==> src/rtl/dr32e_id_ctrl.sv <==
// rtl/dr32e_id_ctrl.sv - ID/EX instruction-sequencing controller for dr32e
//
// Decides when each decoded instruction retires. Stalls ID for multicycle
// mult/div and load/store. Redirects fetch for jumps, traps and mret, and
// parks the core in WFI sleep.
//
// Optional feature macro: DR32E_WFI_EN
//   defined   : WFI retires, enters SLEEP and wakes on a pending interrupt
//   undefined : WFI is a single-cycle NOP, no SLEEP state, core_sleep_o = 0
//
// Ports
//   clk_i, rst_ni          clock, synchronous active-low reset
//   instr_valid_i          decoded instruction present in ID
//   illegal/ecall/ebrk/mret/wfi_insn_i  decoder classification
//   jump_set_i, branch_in_dec_i, branch_taken_i  control-flow info
//   multdiv_en_i, multdiv_done_i        mult/div request / result valid
//   data_req_i, data_we_i               load/store request, 1 = store
//   lsu_resp_valid_i, lsu_err_i         LSU response / bus error
//   irq_pending_i          enabled interrupt pending
//   instr_req_o            fetch enable
//   pc_set_o, pc_mux_o     fetch redirect and source (0 boot, 1 jump, 2 mtvec, 3 mepc)
//   flush_id_o, stall_o    kill / hold the ID stage
//   instr_retire_o         retire pulse
//   csr_save_cause_o, csr_restore_mret_o  CSR side effects in the redirect cycle
//   exc_cause_o            registered trap cause (bit5 = interrupt)
//   core_sleep_o           registered WFI sleep indication
module dr32e_id_ctrl #(
  parameter int unsigned MTVEC_IDX = 2
) (
  input  logic       clk_i,
  input  logic       rst_ni,
  input  logic       instr_valid_i,
  input  logic       illegal_insn_i,
  input  logic       ecall_insn_i,
  input  logic       ebrk_insn_i,
  input  logic       mret_insn_i,
  input  logic       wfi_insn_i,
  input  logic       jump_set_i,
  input  logic       branch_in_dec_i,
  input  logic       branch_taken_i,
  input  logic       multdiv_en_i,
  input  logic       multdiv_done_i,
  input  logic       data_req_i,
  input  logic       data_we_i,
  input  logic       lsu_resp_valid_i,
  input  logic       lsu_err_i,
  input  logic       irq_pending_i,
  output logic       instr_req_o,
  output logic       pc_set_o,
  output logic [1:0] pc_mux_o,
  output logic       flush_id_o,
  output logic       stall_o,
  output logic       instr_retire_o,
  output logic       csr_save_cause_o,
  output logic       csr_restore_mret_o,
  output logic [5:0] exc_cause_o,
  output logic       core_sleep_o
);

  typedef enum logic [2:0] {
    S_RESET,
    S_BOOT,
    S_DECODE,
    S_WAIT_MD,
    S_WAIT_LSU,
    S_FLUSH
`ifdef DR32E_WFI_EN
    , S_SLEEP
`endif
  } state_t;

  localparam logic [5:0] CAUSE_IRQ     = 6'h2B;
  localparam logic [5:0] CAUSE_ILLEGAL = 6'h02;
  localparam logic [5:0] CAUSE_ECALL   = 6'h0B;
  localparam logic [5:0] CAUSE_EBREAK  = 6'h03;
  localparam logic [5:0] CAUSE_ST_ERR  = 6'h07;
  localparam logic [5:0] CAUSE_LD_ERR  = 6'h05;

  state_t     state_q, state_d;
  logic       mret_q, mret_d;
  logic [5:0] cause_q, cause_d;
  // Store/load direction is captured at issue so the error cause does not
  // depend on what the decoder presents while the LSU is busy.
  logic       we_q, we_d;

  always_ff @(posedge clk_i) begin
    if (!rst_ni) begin
      state_q <= S_RESET;
      mret_q  <= 1'b0;
      cause_q <= 6'h00;
      we_q    <= 1'b0;
    end else begin
      state_q <= state_d;
      mret_q  <= mret_d;
      cause_q <= cause_d;
      we_q    <= we_d;
    end
  end

`ifdef DR32E_WFI_EN
  logic sleep_q;
  always_ff @(posedge clk_i) begin
    if (!rst_ni) begin
      sleep_q <= 1'b0;
    end else begin
      sleep_q <= (state_d == S_SLEEP);
    end
  end
  assign core_sleep_o = sleep_q;
`else
  assign core_sleep_o = 1'b0;
`endif

  assign exc_cause_o = cause_q;

  always_comb begin
    state_d            = state_q;
    mret_d             = mret_q;
    cause_d            = cause_q;
    we_d               = we_q;
    instr_req_o        = 1'b0;
    pc_set_o           = 1'b0;
    pc_mux_o           = 2'd0;
    flush_id_o         = 1'b0;
    stall_o            = 1'b0;
    instr_retire_o     = 1'b0;
    csr_save_cause_o   = 1'b0;
    csr_restore_mret_o = 1'b0;

    case (state_q)
      S_RESET: begin
        state_d = S_BOOT;
      end

      S_BOOT: begin
        instr_req_o = 1'b1;
        pc_set_o    = 1'b1;
        pc_mux_o    = 2'd0;
        state_d     = S_DECODE;
      end

      S_DECODE: begin
        instr_req_o = 1'b1;
        if (instr_valid_i) begin
          if (irq_pending_i) begin
            cause_d = CAUSE_IRQ;
            state_d = S_FLUSH;
          end else if (illegal_insn_i) begin
            cause_d = CAUSE_ILLEGAL;
            state_d = S_FLUSH;
          end else if (ecall_insn_i) begin
            cause_d = CAUSE_ECALL;
            state_d = S_FLUSH;
          end else if (ebrk_insn_i) begin
            cause_d = CAUSE_EBREAK;
            state_d = S_FLUSH;
          end else if (mret_insn_i) begin
            instr_retire_o = 1'b1;
            mret_d         = 1'b1;
            state_d        = S_FLUSH;
          end else if (wfi_insn_i) begin
            instr_retire_o = 1'b1;
`ifdef DR32E_WFI_EN
            state_d        = S_SLEEP;
`endif
          end else if (multdiv_en_i) begin
            stall_o = 1'b1;
            state_d = S_WAIT_MD;
          end else if (data_req_i) begin
            stall_o = 1'b1;
            we_d    = data_we_i;
            state_d = S_WAIT_LSU;
          end else if (jump_set_i || (branch_in_dec_i && branch_taken_i)) begin
            instr_retire_o = 1'b1;
            pc_set_o       = 1'b1;
            pc_mux_o       = 2'd1;
            flush_id_o     = 1'b1;
          end else begin
            instr_retire_o = 1'b1;
          end
        end
      end

      S_WAIT_MD: begin
        instr_req_o = 1'b1;
        if (multdiv_done_i) begin
          instr_retire_o = 1'b1;
          state_d        = S_DECODE;
        end else begin
          stall_o = 1'b1;
        end
      end

      S_WAIT_LSU: begin
        instr_req_o = 1'b1;
        if (lsu_resp_valid_i) begin
          if (lsu_err_i) begin
            cause_d = we_q ? CAUSE_ST_ERR : CAUSE_LD_ERR;
            state_d = S_FLUSH;
          end else begin
            instr_retire_o = 1'b1;
            state_d        = S_DECODE;
          end
        end else begin
          stall_o = 1'b1;
        end
      end

      S_FLUSH: begin
        instr_req_o = 1'b1;
        pc_set_o    = 1'b1;
        flush_id_o  = 1'b1;
        if (mret_q) begin
          pc_mux_o           = 2'd3;
          csr_restore_mret_o = 1'b1;
        end else begin
          pc_mux_o         = MTVEC_IDX[1:0];
          csr_save_cause_o = 1'b1;
        end
        mret_d  = 1'b0;
        state_d = S_DECODE;
      end

`ifdef DR32E_WFI_EN
      S_SLEEP: begin
        if (irq_pending_i) begin
          cause_d = CAUSE_IRQ;
          state_d = S_FLUSH;
        end
      end
`endif

      default: begin
        state_d = S_RESET;
      end
    endcase
  end

endmodule
==> config.mk <==
export PLATFORM = sky130hd
export DESIGN_NAME = dr32e_id_ctrl
export DESIGN_NICKNAME = d
export VERILOG_FILES = /design/src/rtl/dr32e_id_ctrl.sv
export SDC_FILE = /design/constraint.sdc
export NUM_CORES = 1
export LEC_CHECK = 0
export BUFFER_PORTS_ARGS = -buffer_cell sky130_fd_sc_hd__buf_2
export CAP_MARGIN = 20
export CORE_ASPECT_RATIO = 0.75
export CORE_UTILIZATION = 39
export DETAILED_ROUTE_END_ITERATION = 6
export PLACE_DENSITY = 0.76
export SLEW_MARGIN = 40
export SYNTH_ARGS = -nofsm -noshare
export SYNTH_HDL_FRONTEND = slang
export SYNTH_SLANG_ARGS = --single-unit
export TNS_END_PERCENT = 50
==> constraint.sdc <==
create_clock -name clk_i -period 3.7 [get_ports clk_i]
set_input_delay 0.185 -clock clk_i [delete_from_list [all_inputs] [get_ports clk_i]]
set_output_delay 0.185 -clock clk_i [all_outputs]
set_load 0.02 [all_outputs]
==> results_dict.tcl <==
set metrics [dict create \
    status "complete, no violations" \
    clkTransAtPathRegs_ns 0.07 \
    critPathArrivalTime_ns 2.16 \
    drive_gt1_share_pct 31.1 \
    io-pin-count 34 \
    fmax_mhz 426 \
    grt_max_degree 15 \
    crit_required_ns 3.51 \
    peakVddDrop_mv 0.382 \
    viasPerCell 5.49 \
    antenna_found_initial 0 \
    vias 785 \
    core-area_mm2 0.00158 \
    yosysMostFrequentCell "nand2_1" \
    die_y_um 38.5 \
    io_buffers 31 \
    final-setup-viol-count 0 \
    fin_skew_ns 0.00705 \
    cts_setup_buffers 0 \
    grt_pass1_vias 643 \
    place_congestion 0.890 \
    total_leakage_power_nw 0.422 \
    dieArea_mm2 0.00196 \
    synth_top_cell_by_area "dfxtp_1" \
    setup-tns-final_ns 0 \
    wl_per_cell_um 12.3 \
    ys_warn_count 0 \
    hold_violations 0 \
    rows 12 \
    netlist_instances 93 \
    hold_start "data_we_i" \
    synth_area_per_cell_um2 7.47 \
    start_util_pct 44.0 \
    critical_path_class "reg2out" \
    p_per_area_mw_per_mm2 606 \
    ys.flop_type "dfxtp_1" \
    clockRootBuffer "clkbuf_4" \
    cts-hold-fix-buffers 0 \
    cp-start-kind "flop" \
    r2r_start "state_q[2]" \
    cts-resized-gates 0 \
    fp.dieW_um 50.7 \
    fin_hold_ws_ns 0.152 \
    drc 0 \
    clock_latency_ns 0.28 \
    end_kind "primary output" \
    ys_seq_elements 10 \
    fin_crit_ns 2.35 \
    crit_fanout 14 \
    drt_wl_total_mm 1.77 \
    first_pass_iters 4 \
    numCtsBuffers 3 \
    layout.cells.non_filler 143 \
    globalRoute.totalOverflow 0 \
    synthDistinctLibCells 42 \
    synth-edff-count 0 \
    track_usage_pct 20.4 \
    post-route-period-util_pct 63.4 \
    htree_levels 1 \
    area_growth_syn_to_layout_pct 26.8 \
    drtIter0Drc 21 \
    antennaDiodeCount 0 \
    synth_area_um2 694 \
    grt_pass1_wl_mm 2.82 \
    yosys.area.top_type_share_pct 28.8 \
    synthTopCellsByCount "11 x nand2_1, 10 x dfxtp_1, 9 x nor2_1" \
    synth.area.top_cells "dfxtp_1 29%, nand2_1 5.9%, nor2_1 4.9%" \
    dp.cells 139 \
    cts_sinks 10 \
    cts_tree "built" \
    rsz0062_at_grt "false" \
    hp-class "in2reg" \
    async_flop_share_pct 0 \
    cts_max_path_buffers 2 \
    drv_cap 0 \
    nets 141 \
    yosysSeqAreaShare_pct 28.8 \
    slew_viol_final 0 \
    crit_path_start "state_q[1]" \
    hpwl_mm 1.36 \
    ant_nets 0 \
]
[cell usage in the layout, fill, tap and decap left out, drive strengths merged, types with 2 or more instances in the layout]
cell type,netlist,final
clkbuf,3,4
buf,4,31
nor2,9,9
nor3,7,7
a31oi,2,2
nand3,2,2
o21ai,4,4
nand4b,3,3
or4,2,2
inv,5,5
dfxtp,10,10
conb,1,2
nor2b,2,2
a32o,2,2
nand2,11,11
a21oi,5,5
[per-layer routing]
layer  wire, um  track usage [%]  vias to the layer above
met2        748             31.7                       33
met1        871             26.4                      352
met3        139             8.73                        2
li1           -                -                      398
met4          6             4.17                        0
met5          0                0                        -
[worst paths after layout]
path,slack [ns],endpoint,cells past startpoint
min reg2reg,0.46,we_q,2
min,0.15,we_q,3
max reg2reg,1.93,exc_cause_o[0],4
max,1.35,pc_set_o,5
[sequential cells by signal, summed over array words and instances (netlist names)]
name / flops
exc_cause_o: 5
mret_q: 1
we_q: 1
state_q: 3
[worst max-delay path, stage by stage, from the launching register on]
cell	delay, ns
dfxtp_1	0.56
and4bb_2	0.37
nand4b_1	0.17
or4_4	0.53
o21ai_1	0.08
buf_2	0.17
[power breakdown]
group          switching, mW  internal, mW  total, mW  leakage [nW]
Combinational          0.147         0.106      0.253         0.320
Clock                 0.0411        0.0599      0.101        0.0210
Sequential            0.0458         0.134      0.180        0.0816
[logic make-up after synthesis]
| group | count (synthesis) | synth area share (%) |
|---|---|---|
| muxes | 1 | 1.44 |
| buffers and inverters | 12 | 7.75 |
| DFF | 10 | 28.8 |
| AOI/OAI and AO/OA | 24 | 24.9 |
| other | 1 | 0.540 |
| and+or+nand+nor | 45 | 36.6 |
[per-stage QoR]
step	utilization (%)	area [um^2]	total power [mW]	setup slack [ns]
after floorplan	-	698	0.363	1.86
after detailed placement	53.6	845	0.431	1.69
after global routing	55.9	881	0.571	1.24
after global placement	53.6	845	0.426	1.73
after CTS	55.9	881	0.534	1.38
final	55.9	881	0.534	1.35
[cell type report]
| class | count | area (um^2) |
|---|---|---|
| Timing Repair Buffer | 31 | 155 |
| Multi-Input combinational cell | 72 | 444 |
| Fill cell | 162 | 696 |
| Clock buffer | 4 | 36.3 |
| Sequential cell | 10 | 200 |
| Tap cell | 21 | 26.3 |
| Inverter | 5 | 18.8 |
Power figures use the tool's default switching activity.
